[src/rtl/slave_port_controller_if.sv]
// Boundary bundle of one slave port controller.
//   grant/m_req/m_cmd/m_addr/m_wdata : arbiter grant and packed master requests (master k = slice k)
//   m_ack/m_resp/m_rdata             : per-master acknowledge/response pulses, shared read data
//   s_req/s_cmd/s_addr/s_wdata       : request towards the slave
//   s_ack/s_resp/s_rdata             : slave responses
//   arb_release/grant_err/timeout    : status pulses
// Modport slave is the controller's view; modport master is the surrounding fabric's view.
interface slave_port_controller_if #(
  parameter int QTY_OF_MASTERS = 4,
  parameter int ADDR_WIDTH     = 32,
  parameter int DATA_WIDTH     = 32
);
  logic [QTY_OF_MASTERS-1:0]            grant;
  logic [QTY_OF_MASTERS-1:0]            m_req;
  logic [QTY_OF_MASTERS-1:0]            m_cmd;
  logic [QTY_OF_MASTERS*ADDR_WIDTH-1:0] m_addr;
  logic [QTY_OF_MASTERS*DATA_WIDTH-1:0] m_wdata;
  logic [QTY_OF_MASTERS-1:0]            m_ack;
  logic [QTY_OF_MASTERS-1:0]            m_resp;
  logic [DATA_WIDTH-1:0]                m_rdata;
  logic                                 s_req;
  logic                                 s_cmd;
  logic [ADDR_WIDTH-1:0]                s_addr;
  logic [DATA_WIDTH-1:0]                s_wdata;
  logic                                 s_ack;
  logic                                 s_resp;
  logic [DATA_WIDTH-1:0]                s_rdata;
  logic                                 arb_release;
  logic                                 grant_err;
  logic                                 timeout;

  modport slave (
    input  grant, m_req, m_cmd, m_addr, m_wdata, s_ack, s_resp, s_rdata,
    output m_ack, m_resp, m_rdata, s_req, s_cmd, s_addr, s_wdata,
           arb_release, grant_err, timeout
  );

  modport master (
    output grant, m_req, m_cmd, m_addr, m_wdata, s_ack, s_resp, s_rdata,
    input  m_ack, m_resp, m_rdata, s_req, s_cmd, s_addr, s_wdata,
           arb_release, grant_err, timeout
  );
endinterface

[src/rtl/slave_port_controller.sv]
// Slave port controller: forwards the granted master's request to the slave,
// routes ack/response pulses back to that master and releases the arbiter when
// the transaction ends (completion or wait timeout). All outputs are registered.
//   clk : rising-edge clock
//   rst : synchronous active-high reset
//   bus : slave_port_controller_if.slave (request/response bundle, see interface)
module slave_port_controller #(
  parameter int QTY_OF_MASTERS = 4,
  parameter int ADDR_WIDTH     = 32,
  parameter int DATA_WIDTH     = 32,
  parameter int TIMEOUT        = 16
) (
  input logic                   clk,
  input logic                   rst,
  slave_port_controller_if.slave bus
);
  localparam int IDX_W = (QTY_OF_MASTERS > 1) ? $clog2(QTY_OF_MASTERS) : 1;
  localparam int CNT_W = (TIMEOUT > 1) ? $clog2(TIMEOUT) : 1;
  localparam logic [CNT_W-1:0]          CNT_LAST = CNT_W'(TIMEOUT - 1);
  localparam logic [QTY_OF_MASTERS-1:0] GNT_ONE  = QTY_OF_MASTERS'(1);

  typedef enum logic [1:0] {IDLE, WAIT_ACK, WAIT_RESP} state_t;

  state_t                      state_q, state_d;
  logic [CNT_W-1:0]            cnt_q, cnt_d;
  logic [IDX_W-1:0]            idx_q, idx_d;
  logic                        s_req_q, s_req_d;
  logic                        s_cmd_q, s_cmd_d;
  logic [ADDR_WIDTH-1:0]       s_addr_q, s_addr_d;
  logic [DATA_WIDTH-1:0]       s_wdata_q, s_wdata_d;
  logic [QTY_OF_MASTERS-1:0]   m_ack_q, m_ack_d;
  logic [QTY_OF_MASTERS-1:0]   m_resp_q, m_resp_d;
  logic [DATA_WIDTH-1:0]       m_rdata_q, m_rdata_d;
  logic                        arb_release_q, arb_release_d;
  logic                        grant_err_q, grant_err_d;
  logic                        timeout_q, timeout_d;

  // Decoded grant and the granted master's request fields
  logic                        gnt_multi, gnt_onehot;
  logic [IDX_W-1:0]            gnt_idx;
  logic                        sel_req, sel_cmd;
  logic [ADDR_WIDTH-1:0]       sel_addr;
  logic [DATA_WIDTH-1:0]       sel_wdata;
  logic [QTY_OF_MASTERS-1:0]   idx_onehot;

  // x & (x-1) clears the lowest set bit; anything left means more than one grant.
  assign gnt_multi  = |(bus.grant & (bus.grant - GNT_ONE));
  assign gnt_onehot = (|bus.grant) && !gnt_multi;

  always_comb begin
    gnt_idx   = '0;
    sel_req   = 1'b0;
    sel_cmd   = 1'b0;
    sel_addr  = '0;
    sel_wdata = '0;
    for (int unsigned i = 0; i < QTY_OF_MASTERS; i++) begin
      if (bus.grant[i]) begin
        gnt_idx   = IDX_W'(i);
        sel_req   = bus.m_req[i];
        sel_cmd   = bus.m_cmd[i];
        sel_addr  = bus.m_addr[i*ADDR_WIDTH +: ADDR_WIDTH];
        sel_wdata = bus.m_wdata[i*DATA_WIDTH +: DATA_WIDTH];
      end
    end
  end

  always_comb begin
    idx_onehot = '0;
    for (int unsigned i = 0; i < QTY_OF_MASTERS; i++) begin
      idx_onehot[i] = (idx_q == IDX_W'(i));
    end
  end

  always_comb begin
    state_d       = state_q;
    cnt_d         = cnt_q;
    idx_d         = idx_q;
    s_req_d       = s_req_q;
    s_cmd_d       = s_cmd_q;
    s_addr_d      = s_addr_q;
    s_wdata_d     = s_wdata_q;
    m_rdata_d     = m_rdata_q;
    m_ack_d       = '0;
    m_resp_d      = '0;
    arb_release_d = 1'b0;
    grant_err_d   = 1'b0;
    timeout_d     = 1'b0;

    unique case (state_q)
      IDLE: begin
        if (gnt_multi) begin
          grant_err_d = 1'b1;
        end else if (gnt_onehot && sel_req) begin
          idx_d     = gnt_idx;
          s_cmd_d   = sel_cmd;
          s_addr_d  = sel_addr;
          s_wdata_d = sel_wdata;
          s_req_d   = 1'b1;
          cnt_d     = '0;
          state_d   = WAIT_ACK;
        end
      end

      WAIT_ACK: begin
        // s_ack takes priority over both s_resp and an expiring counter.
        if (bus.s_ack) begin
          s_req_d = 1'b0;
          m_ack_d = idx_onehot;
          cnt_d   = '0;
          if (s_cmd_q) begin
            arb_release_d = 1'b1;
            state_d       = IDLE;
          end else begin
            state_d = WAIT_RESP;
          end
        end else if (cnt_q == CNT_LAST) begin
          s_req_d       = 1'b0;
          timeout_d     = 1'b1;
          arb_release_d = 1'b1;
          state_d       = IDLE;
        end else begin
          cnt_d = cnt_q + 1'b1;
        end
      end

      WAIT_RESP: begin
        if (bus.s_resp) begin
          m_rdata_d     = bus.s_rdata;
          m_resp_d      = idx_onehot;
          arb_release_d = 1'b1;
          state_d       = IDLE;
        end else if (cnt_q == CNT_LAST) begin
          timeout_d     = 1'b1;
          arb_release_d = 1'b1;
          state_d       = IDLE;
        end else begin
          cnt_d = cnt_q + 1'b1;
        end
      end

      default: state_d = IDLE;
    endcase
  end

  always_ff @(posedge clk) begin
    if (rst) begin
      state_q       <= IDLE;
      cnt_q         <= '0;
      idx_q         <= '0;
      s_req_q       <= 1'b0;
      s_cmd_q       <= 1'b0;
      s_addr_q      <= '0;
      s_wdata_q     <= '0;
      m_ack_q       <= '0;
      m_resp_q      <= '0;
      m_rdata_q     <= '0;
      arb_release_q <= 1'b0;
      grant_err_q   <= 1'b0;
      timeout_q     <= 1'b0;
    end else begin
      state_q       <= state_d;
      cnt_q         <= cnt_d;
      idx_q         <= idx_d;
      s_req_q       <= s_req_d;
      s_cmd_q       <= s_cmd_d;
      s_addr_q      <= s_addr_d;
      s_wdata_q     <= s_wdata_d;
      m_ack_q       <= m_ack_d;
      m_resp_q      <= m_resp_d;
      m_rdata_q     <= m_rdata_d;
      arb_release_q <= arb_release_d;
      grant_err_q   <= grant_err_d;
      timeout_q     <= timeout_d;
    end
  end

  assign bus.s_req       = s_req_q;
  assign bus.s_cmd       = s_cmd_q;
  assign bus.s_addr      = s_addr_q;
  assign bus.s_wdata     = s_wdata_q;
  assign bus.m_ack       = m_ack_q;
  assign bus.m_resp      = m_resp_q;
  assign bus.m_rdata     = m_rdata_q;
  assign bus.arb_release = arb_release_q;
  assign bus.grant_err   = grant_err_q;
  assign bus.timeout     = timeout_q;
endmodule

[src/flat_wrapper.sv]
// flat-port wrapper written by rule: the top's interface ports become plain ports
module slave_port_controller_flat 
#(
  parameter int QTY_OF_MASTERS = 4,
  parameter int ADDR_WIDTH     = 32,
  parameter int DATA_WIDTH     = 32,
  parameter int TIMEOUT        = 16
)
  (clk, rst, bus_grant, bus_m_req, bus_m_cmd, bus_m_addr, bus_m_wdata, bus_s_ack, bus_s_resp, bus_s_rdata, bus_m_ack, bus_m_resp, bus_m_rdata, bus_s_req, bus_s_cmd, bus_s_addr, bus_s_wdata, bus_arb_release, bus_grant_err, bus_timeout);
  slave_port_controller_if #(.QTY_OF_MASTERS(QTY_OF_MASTERS), .ADDR_WIDTH(ADDR_WIDTH), .DATA_WIDTH(DATA_WIDTH)) bus_i ();
  input logic clk;
  input logic rst;
  input wire logic [$bits(bus_i.grant)-1:0] bus_grant;
  input wire logic [$bits(bus_i.m_req)-1:0] bus_m_req;
  input wire logic [$bits(bus_i.m_cmd)-1:0] bus_m_cmd;
  input wire logic [$bits(bus_i.m_addr)-1:0] bus_m_addr;
  input wire logic [$bits(bus_i.m_wdata)-1:0] bus_m_wdata;
  input wire logic [$bits(bus_i.s_ack)-1:0] bus_s_ack;
  input wire logic [$bits(bus_i.s_resp)-1:0] bus_s_resp;
  input wire logic [$bits(bus_i.s_rdata)-1:0] bus_s_rdata;
  output wire logic [$bits(bus_i.m_ack)-1:0] bus_m_ack;
  output wire logic [$bits(bus_i.m_resp)-1:0] bus_m_resp;
  output wire logic [$bits(bus_i.m_rdata)-1:0] bus_m_rdata;
  output wire logic [$bits(bus_i.s_req)-1:0] bus_s_req;
  output wire logic [$bits(bus_i.s_cmd)-1:0] bus_s_cmd;
  output wire logic [$bits(bus_i.s_addr)-1:0] bus_s_addr;
  output wire logic [$bits(bus_i.s_wdata)-1:0] bus_s_wdata;
  output wire logic [$bits(bus_i.arb_release)-1:0] bus_arb_release;
  output wire logic [$bits(bus_i.grant_err)-1:0] bus_grant_err;
  output wire logic [$bits(bus_i.timeout)-1:0] bus_timeout;
  assign bus_i.grant = bus_grant;
  assign bus_i.m_req = bus_m_req;
  assign bus_i.m_cmd = bus_m_cmd;
  assign bus_i.m_addr = bus_m_addr;
  assign bus_i.m_wdata = bus_m_wdata;
  assign bus_i.s_ack = bus_s_ack;
  assign bus_i.s_resp = bus_s_resp;
  assign bus_i.s_rdata = bus_s_rdata;
  assign bus_m_ack = bus_i.m_ack;
  assign bus_m_resp = bus_i.m_resp;
  assign bus_m_rdata = bus_i.m_rdata;
  assign bus_s_req = bus_i.s_req;
  assign bus_s_cmd = bus_i.s_cmd;
  assign bus_s_addr = bus_i.s_addr;
  assign bus_s_wdata = bus_i.s_wdata;
  assign bus_arb_release = bus_i.arb_release;
  assign bus_grant_err = bus_i.grant_err;
  assign bus_timeout = bus_i.timeout;
  slave_port_controller #(.QTY_OF_MASTERS(QTY_OF_MASTERS), .ADDR_WIDTH(ADDR_WIDTH), .DATA_WIDTH(DATA_WIDTH), .TIMEOUT(TIMEOUT)) u_core (.clk(clk), .rst(rst), .bus(bus_i));
endmodule
[config.mk]
export PLATFORM = sky130hd
export DESIGN_NAME = slave_port_controller_flat
export DESIGN_NICKNAME = d
export VERILOG_FILES = /design/src/rtl/slave_port_controller_if.sv /design/src/rtl/slave_port_controller.sv /design/src/flat_wrapper.sv
export SDC_FILE = /design/constraint.sdc
export NUM_CORES = 1
export LEC_CHECK = 0
export ABC_AREA = 1
export CORE_AREA = 2 2 158 160
export CTS_BUF_LIST = sky130_fd_sc_hd__clkbuf_16
export DETAILED_ROUTE_END_ITERATION = 12
export DIE_AREA = 0 0 160 162
export SYNTH_ARGS = -nofsm -noshare
export SYNTH_HDL_FRONTEND = slang
export SYNTH_SLANG_ARGS = --single-unit
[constraint.sdc]
create_clock -name clk -period 2.79 [get_ports clk]
set_input_delay 0.558 -clock clk [delete_from_list [all_inputs] [get_ports clk]]
set_output_delay 0.558 -clock clk [all_outputs]
set_load 0.03 [all_outputs]
* Word level (Yosys, flattened, before mapping)
Cells that the tools add are included.
Storage, ports and cells: bits in registers 117, output and inout port bits 109, word-level logic and storage cells 95
Cells by class: add/subtract/negate cells 2, equality and inequality tests 10, muxes and demuxes 46, bitwise operators 7, reduce and logical (&&, ||, !) cells 17
Operators with widths (count):
- 32-bit two-way mux | 8
- 1-bit two-way mux | 20
- 4-bit two-way mux | 5
- 2-bit two-way mux | 8
- 4-bit one-hot mux with 3 select lines | 1
- 4-bit AND reduction | 2
- 4-bit OR reduction | 2
- 2-bit equality test (second input constant) | 3
- 1-bit NOT | 6
- 1-bit one-hot mux with 2 select lines | 3
- 2-bit one-hot mux with 3 select lines | 1
- 3-bit OR reduction | 2
- 4-bit by 1-bit adder with 4-bit output (second input constant) | 1
- 4-bit AND | 1
- 2-bit by 1-bit equality test with 1-bit output (second input constant) | 2
- 4-bit equality test (second input constant) | 1
- 2-bit zero test | 2
- 2-bit != test (second input constant) | 2
- 2-bit AND reduction | 2
- 4-bit by 1-bit subtractor with 4-bit output (second input constant) | 1
- 3-bit by 2-bit != test with 1-bit output (second input constant) | 1
- 3-bit AND reduction | 1
- 3-bit nonzero test | 1
- 1-bit logical AND | 2
- other kinds (4) | 4

* Longest topological paths before layout
Gate-level depths: netlist of the first run.
word-level depth 9, gate-level depth with buffers 11

* Worst setup path before layout of the first run
Ideal clock, no wire load.
kind input to register, from in bus_grant[3], to reg u_core.s_addr_q[0] (netlist: u_core.bus.s_addr[0]), library setup time 0.116 ns, arrival 1.546 ns, data required time 2.674 ns, slack 1.128 ns, stages 9, path through buf_6 -> nor2_4 -> nand2_1 -> nand2_1 -> nand4_1 -> buf_2 -> buf_4 -> nor2_1 -> nor2_1
Between the ends: word-level cells in the longest chain between the ends 7
Ends and longest elaborated chain:
- start: declaration | RTL line flat_wrapper.sv:13 | input wire logic [$bits(bus_i.grant)-1:0] bus_grant;
- 4-bit by 1-bit subtractor with 4-bit output | RTL line slave_port_controller.sv:47 | assign gnt_multi = |(bus.grant & (bus.grant - GNT_ONE));
- 4-bit AND | RTL line slave_port_controller.sv:47
- 4-bit OR reduction | RTL line slave_port_controller.sv:47
- 1-bit zero test | RTL line slave_port_controller.sv:48 | assign gnt_onehot = (|bus.grant) && !gnt_multi;
- 1-bit logical AND | RTL line slave_port_controller.sv:48
- 1-bit logical AND | RTL line slave_port_controller.sv:93 | end else if (gnt_onehot && sel_req) begin
- 3-bit AND reduction (no source line)
- end signal: assignment | RTL line slave_port_controller.sv:166 | s_addr_q <= s_addr_d;
- end: declaration | RTL line slave_port_controller.sv:29 | logic [ADDR_WIDTH-1:0] s_addr_q, s_addr_d;
Several ways; a longest one is shown, not always the timed one. A chain may end at the register's enable or synchronous reset.

* Final worst setup path of the first run
from reg u_core.s_cmd_q (netlist: u_core.bus.s_cmd), to out bus_s_cmd
RTL lines:
- start: declaration | RTL line slave_port_controller.sv:28 | logic s_cmd_q, s_cmd_d;
- start signal: assignment | RTL line slave_port_controller.sv:165 | s_cmd_q <= s_cmd_d;
- end: declaration | RTL line flat_wrapper.sv:25 | output wire logic [$bits(bus_i.s_cmd)-1:0] bus_s_cmd;
No word-level cell between the ends.

==> results.md, run 1 <==
- Clk pwr share: 37.5%
- Gr usage total: 20.1%
- Psw: ~0.0018 W
- Clock Latency Late Sink: about 0.40 ns
- FF-to-FF path depth: 7
- Slew @ Worst Pin: 0.739 ns
- Hold Crit Class: reg2reg
- Post-CTS setup buffers: 0
- Worst R2R Start: u_core.state_q[1]$_SDFFE_PP0P_
- H-tree depth: 4
- Worst path max stage delay: approximately 0.73 ns
- Final Hold Viols: 0
- Count leader, synth: nand2_1
- Worst Path Required: ~2.2 ns
- Port bufs: between 400 and 500
- DP Wirelength: 19,800 um
- Crit start category: register
- Seq/Total Area, Yosys: 37.9%
- Comb pwr share: ~29%
- Fin crit share: between 70% and 80%
- Final Worst Setup Slack: roughly 0.64 ns
- Worst hold stages: 2
- Reg2reg setup slack: approximately 1.0 ns
- TritonCTS clock tree: done
- DRC: 0
- Top_reg_cell synth: dfxtp_1
- Post-synthesis register bit count: ~120
- PwrDens: between 500 and 600 nW/um^2
- Post-cts hold buffer count: 0
- GP Congestion: a little over 0.8
- FP Rows: 57
- CP max FO: 4
- Slowest CP cell: clkdlybuf4s50_1
- Worst Hold End: u_core.bus.m_rdata[31]$_SDFFE_PP0P_
- Leak pwr: 4.74 nW
- Initial Util: about a quarter
- Critical Path End Type: output pin
- Worst EP arrival: roughly 1.6 ns
- Pint: around 0.0039 W
- Synth Instances: between 900 and 1,000
- Drt wl/cell: 15.6 um
- Ys Warns: 0
- Max-slew violations: 0
- Dpl ws: about 0.5 ns
- Die area: roughly 26,000 um^2
- GRT Residual Overflow: 0
- TritonCTS buffer count: 17
- CORE AREA: about 24,000 um^2
- Top cells by count, synth: 356 x nand2_1, 208 x nor2_1, 117 x dfxtp_1
- Via count: 7,745
- Routed vias/inst: about 4.5
- Clk slew on worst S/H paths: about 0.05 ns
- Cell taking the most area after synthesis: dfxtp_1
- Relative slew slack: 50.7%
- Post-Syn Nets: around 1,300
- Synth cell types: 27
- Wire length of the first global-routing pass: about 40,000 um
- RSZ-0062 raised after global routing: false
- Syn-to-layout area delta: 80.4%
- Setup_tns: 0 ns
- DRT Pass-1 Iters: 5
- Number of routed nets with antenna violations: 0
- Switching fraction of total power: a little under a third
- Hold_sp: u_core.bus.m_rdata[31]$_SDFFE_PP0P_
- Max Freq: around 0.46 GHz
- Layout cell share with drive strength beyond 1: approximately 4.3%
- Die height: ~160 um
- Starting DRT DRC Count: roughly 350
- Initial antenna violation count: 1
- Worst Skew: approximately 0.006 ns
- Largest net degree at the start of global routing: 63
- Nets: 1,676
- CTS Root Cell: clkbuf_16
- Fin cells: approximately 1,700
- Clock sink total: between 100 and 150
- Crit path cell chain: clkdlybuf4s50_1
- I/O Pins: ~410
- Syn Std Cell Area: approximately 6200 um^2
- Avg Inst Size Synth: 6.27 um^2
- Min cycle time layout: roughly 2.2 ns
- Post-placement cell count: 1,672
- CP delay by family, top: buffers and inverters
- Yosys top cell area share: a little under two fifths
- WL final: 26,600 um
- Synth top area cells: dfxtp_1 38%, nand2_1 22%, nor2_1 13%
- Clk buf depth: 2
- # resized after CTS: 0
- Vias in the first global route: between 7,000 and 8,000
- Status: completed
- EDFF count, synth: 0
- Total of max-cap violations: 0
- Critical path class: reg2out
- Post-synth ARST share: 0%
- R2r endpoint: u_core.cnt_q[0]$_SDFFE_PP0P_
- Final setup viols: 0
- Seq pwr share: about 33%
- Sum of buffers and inverters on the critical path: 1
- Die Span X: 160 um
- Worst VDD drop: 0.000279 V
## cells in the final DEF, fill, tap and decap left out, types with 3 or more instances in the layout
| cell type | instances |
|---|---|
| clkinvlp_4 | 4 |
| o21ai_0 | 82 |
| clkbuf_16 | 17 |
| clkdlybuf4s50_1 | 410 |
| a22oi_1 | 62 |
| o21ai_1 | 20 |
| buf_12 | 4 |
| clkinv_4 | 4 |
| ha_1 | 5 |
| dfxtp_1 | 117 |
| inv_2 | 5 |
| nor2_4 | 3 |
| nand2_1 | 356 |
| nor2_1 | 207 |
| a21oi_1 | 12 |
| buf_4 | 13 |
| nor3_1 | 13 |
| inv_1 | 14 |
| nand3_1 | 13 |
## flip-flops by register name (all words and copies together) (netlist names)
register / flops
u_core.bus.s_req: 1
u_core.bus.s_wdata: 32
u_core.bus.s_addr: 32
u_core.cnt_q: 4
u_core.bus.timeout: 1
u_core.bus.s_cmd: 1
u_core.state_q: 2
u_core.bus.arb_release: 1
u_core.idx_q: 2
u_core.bus.grant_err: 1
u_core.bus.m_rdata: 32
u_core.bus.m_ack: 4
u_core.bus.m_resp: 4
## power groups by stage
stage / clock, W / combinational [W] / sequential, W
floorplan: 0 / 0.000560 / 0.00218
global placement: 0 / 0.00166 / 0.00194
detailed placement: 0 / 0.00167 / 0.00194
CTS: 0.00221 / 0.00168 / 0.00191
global route: 0.00228 / 0.00181 / 0.00193
finish: 0.00215 / 0.00167 / 0.00191
## routing by layer
metal	global-route usage (%)	wire (um)	vias up
met5	0	0	-
met4	9.38	920	0
met3	5.44	1860	52
met2	34.1	13000	282
met1	23.6	10900	3471
li1	-	-	3940
## logic make-up after synthesis
kind of cell             after synthesis  share of synthesized area, %
AO/OA/AOI/OAI                        181                          17.4
XOR/XNOR                               1                         0.142
adder cells (fa/ha/maj)                5                          1.01
buffers and inverters                 86                          6.38
flip-flops                           117                          37.9
AND/OR/NAND/NOR                      595                          37.1
## worst max path at each step
stage	endpoint	depth (start not counted)	slack, ns	from
after floorplan	u_core.bus.s_addr[0]$_SDFFE_PP0P_	9	1.13	bus_grant[3]
after global placement	u_core.bus.s_wdata[4]$_SDFFE_PP0P_	9	0.54	bus_grant[1]
after detailed placement	u_core.bus.s_cmd$_SDFFE_PP0P_	9	0.51	bus_grant[1]
after CTS	bus_s_cmd	1	0.62	u_core.bus.s_cmd$_SDFFE_PP0P_
after global routing	bus_s_cmd	1	0.60	u_core.bus.s_cmd$_SDFFE_PP0P_
final	bus_s_cmd	1	0.64	u_core.bus.s_cmd$_SDFFE_PP0P_
## area by class of cell
class	count	area (um^2)
antenna	1	2.50
clock buffer	17	425
clock inverter	15	156
fill	2609	13000
inverter	20	75.1
multi-input combinational	782	3450
sequential	117	2340
tap	324	405
timing repair buffer	429	4290
## metrics by stage
stage / power, W / utilization, % / instance area (um^2) / hold WS (ns)
2_1_floorplan: 0.00274 / - / 6180 / 0.480
3_3_place_gp: 0.00360 / 43.8 / 10600 / 0.462
3_5_place_dp: 0.00362 / 43.8 / 10600 / 0.473
4_1_cts: 0.00580 / 46.2 / 11100 / 0.486
5_1_grt: 0.00602 / 46.2 / 11100 / 0.499
6_report: 0.00572 / 46.2 / 11100 / 0.479
No activity file was read; power rests on OpenSTA's default activity.
==> inputs of run 2 (changes only) <==
--- a/config.mk
+++ b/config.mk
@@ -6,10 +6,10 @@
 export NUM_CORES = 1
 export LEC_CHECK = 0
 export ABC_AREA = 1
-export CORE_AREA = 2 2 158 160
+export CORE_AREA = 2 2 162 164
 export CTS_BUF_LIST = sky130_fd_sc_hd__clkbuf_16
 export DETAILED_ROUTE_END_ITERATION = 12
-export DIE_AREA = 0 0 160 162
+export DIE_AREA = 0 0 164 166
 export SYNTH_ARGS = -nofsm -noshare
 export SYNTH_HDL_FRONTEND = slang
 export SYNTH_SLANG_ARGS = --single-unit
==> constraint.sdc (replaced) <==
create_clock -name clk -period 1.95 [get_ports clk]
set_input_delay 0.39 -clock clk [delete_from_list [all_inputs] [get_ports clk]]
set_output_delay 0.39 -clock clk [all_outputs]
set_load 0.03 [all_outputs]
==> run 2 against run 1 <==
  * Clock power rose by 39%
  * Critical path depth did not move
  * Worst setup slack got worse by 0.60 ns
  * Global-route usage fell by 0.51 points
  * Sequential share of layout area fell by 0.35 points
  * Non-clock buffer count rose by 13
  * Critical endpoint is now bus_s_addr[12]
  * Flip-flop and latch count did not move
  * Highest routed layer unchanged
==> results.md, run 2 (same netlist as run 1, synthesis figures left out) <==
- Syn-to-layout area delta: 83.5%
- Gr usage total: 19.5% (-0.51 points)
- Die area: 27,200 um^2 (+5.0%)
- Worst EP arrival: 1.52 ns (-0.07 ns)
- Initial Util: 24.1% (-1.5 points)
- Hold_sp: bus_grant[3]
- WL final: 27,100 um (+1.7%)
- CTS Root Cell: clkbuf_16
- Die height: 166 um (+2.5%)
- CP delay by family, top: buffers and inverters
- FF-to-FF path depth: 6 (-1)
- Slowest CP cell: clkdlybuf4s50_1
- Hold Crit Class: in2reg
- Via count: 7,806 (+0.79%)
- Ant diodes: 0 (-1)
- Starting DRT DRC Count: 449 (+30%)
- Relative slew slack: 69.1% (+18 points)
- Clk buf depth: 2 (unchanged)
- H-tree depth: 4 (unchanged)
- TritonCTS buffer count: 17 (unchanged)
- Commonest non-fill, non-tap cells in the layout: 408 x clkdlybuf4s50_1, 356 x nand2_1, 206 x nor2_1, 117 x dfxtp_1, 82 x o21ai_0
- GRT Residual Overflow: 0 (unchanged)
- Max-slew violations: 0 (unchanged)
- Worst hold stages: 5 (+3)
- Vias in the first global route: 7,576 (-1.3%)
- Wire length of the first global-routing pass: 41,200 um (+0.37%)
- TritonCTS clock tree: done
- DRT Pass-1 Iters: 5 (unchanged)
- Post-cts hold buffer count: 0 (unchanged)
- Hold Slack: 0.457 ns (-0.0224 ns)
- Fill cells: 2,651 (+1.6%)
- Final setup viols: 0 (unchanged)
- Fin crit share: a little over nine tenths
- Crit path cell chain: clkdlybuf4s50_1
- Total of max-cap violations: 0 (unchanged)
- Final Hold Viols: 0 (unchanged)
- Reg2reg setup slack: 0.30 ns (-0.71 ns)
- Worst R2R Start: u_core.state_q[0]$_SDFFE_PP0P_
- Nets: 1,689 (+0.78%)
- Routed vias/inst: 4.52 (-0.55%)
- Fin cells: 1,728 (+1.3%)
- Layout cell share with drive strength beyond 1: 5.24% (+0.97 points)
- FP Rows: 59 (+3.5%)
- Slew @ Worst Pin: 0.461 ns (-0.278 ns)
- R2r endpoint: u_core.bus.s_wdata[31]$_SDFFE_PP0P_
- Clock sink total: 117 (unchanged)
- Drt wl/cell: 15.7 um (+0.38%)
- Worst VDD drop: 0.000480 V (+72%)
- Post-CTS setup buffers: 0 (unchanged)
- Worst Skew: 0.0109 ns (+0.00488 ns)
- DP Wirelength: 20,600 um (+3.6%)
- Critical Path End Type: output pin
- Crit start category: register
- Worst Hold End: u_core.bus.s_cmd$_SDFFE_PP0P_
- Min cycle time layout: around 1.9 ns
- Max Freq: 0.524 GHz
- Die Span X: 164 um (+2.5%)
- Worst Path Required: 1.56 ns (-0.67 ns)
- Worst path max stage delay: 0.78 ns (+0.05 ns)
- Leak pwr: 4.85 nW (+2.3%)
- DRC: 0 (unchanged)
- Initial antenna violation count: 0 (-1)
- CORE AREA: 25,600 um^2 (+6.3%)
- Number of routed nets with antenna violations: 0 (unchanged)
- Clk slew on worst S/H paths: 0.06 ns (about the same)
- I/O Pins: 413 (unchanged)
- Most common cell after layout, fill and taps aside: clkdlybuf4s50_1
- Clock Latency Late Sink: 0.42 ns (+0.02 ns)
- Post-placement cell count: 1,696 (+1.4%)
- Critical path class: reg2out
- CP max FO: 2 (-2)
- RSZ-0062 raised after global routing: false
- GP Congestion: 0.864 (+4.6%)
- Status: completed
- Largest net degree at the start of global routing: 63 (unchanged)
- Setup_tns: 0 ns (unchanged)
- Port bufs: 412 (unchanged)
- Sum of buffers and inverters on the critical path: 1 (unchanged)
- PwrDens: 721 nW/um^2 (+40%)
-- run 2: worst max-delay path by stage --
| stage | start | to | slack, ns | cells past startpoint |
|---|---|---|---|---|
| detailed placement | bus_m_req[2] | u_core.bus.s_addr[27]$_SDFFE_PP0P_ | -0.11 | 9 |
| floorplan | u_core.state_q[0]$_SDFFE_PP0P_ | u_core.cnt_q[0]$_SDFFE_PP0P_ | 0.41 | 8 |
| CTS | u_core.bus.s_addr[10]$_SDFFE_PP0P_ | bus_s_addr[10] | 0.01 | 1 |
| global route | u_core.bus.s_addr[12]$_SDFFE_PP0P_ | bus_s_addr[12] | 0.004 | 1 |
| global placement | bus_grant[1] | u_core.bus.s_addr[12]$_SDFFE_PP0P_ | -0.09 | 10 |
| finish | u_core.bus.s_addr[12]$_SDFFE_PP0P_ | bus_s_addr[12] | 0.04 | 1 |
-- run 2: layout make-up --
class	instances	area [um^2]	share of cell area, %
repair buffers	442	4490	39.6
clock inverters	15	131	1.16
clock buffers	17	425	3.75
multi-input cells	782	3450	30.5
flip-flops and latches	117	2340	20.7
inverters	20	75.1	0.662
well taps	335	419	3.70
-- run 2: repair_timing --
action                     in CTS  in global routing
gates resized for setup         1                  2
setup endpoints to repair       1                  2
hold endpoints to repair        0                  0
-- run 2: worst reg2reg max path, stage by stage (launching register included) --
cell and delay, ns:
dfxtp_1 0.43, inv_1 0.10, ha_1 0.26, nand4_1 0.23, buf_4 0.34, nor2_1 0.12, nor2_1 0.11
-- run 2: metal layers --
metal  part of all wire [%]  wire [um]  GRT usage, %  up-vias
met3                    6.1       1670          4.35       55
met4                    3.8       1020          9.12        0
li1                       -          -             -     3975
met5                      0          0             0        -
met2                     48      12900          32.4      282
met1                     42      11500          24.0     3494
-- run 2: where the power goes --
group | internal (W) | switching (W) | leakage [nW]
clock network | 0.00176 | 0.00123 | 0.263
registers | 0.00261 | 0.000130 | 0.954
logic | 0.00121 | 0.00124 | 3.63
total | 0.00557 | 0.00260 | 4.85
-- run 2: stage by stage --
stage | total power [W] | setup WS, ns | utilization [%] | cell area, um^2
floorplan | 0.00392 | 0.412 | - | 6180
global placement | 0.00524 | -0.0872 | 42.1 | 10800
detailed placement | 0.00524 | -0.109 | 42.1 | 10800
CTS | 0.00828 | 0.0149 | 44.2 | 11300
global route | 0.00860 | 0.00448 | 44.3 | 11300
finish | 0.00817 | 0.0427 | 44.3 | 11300
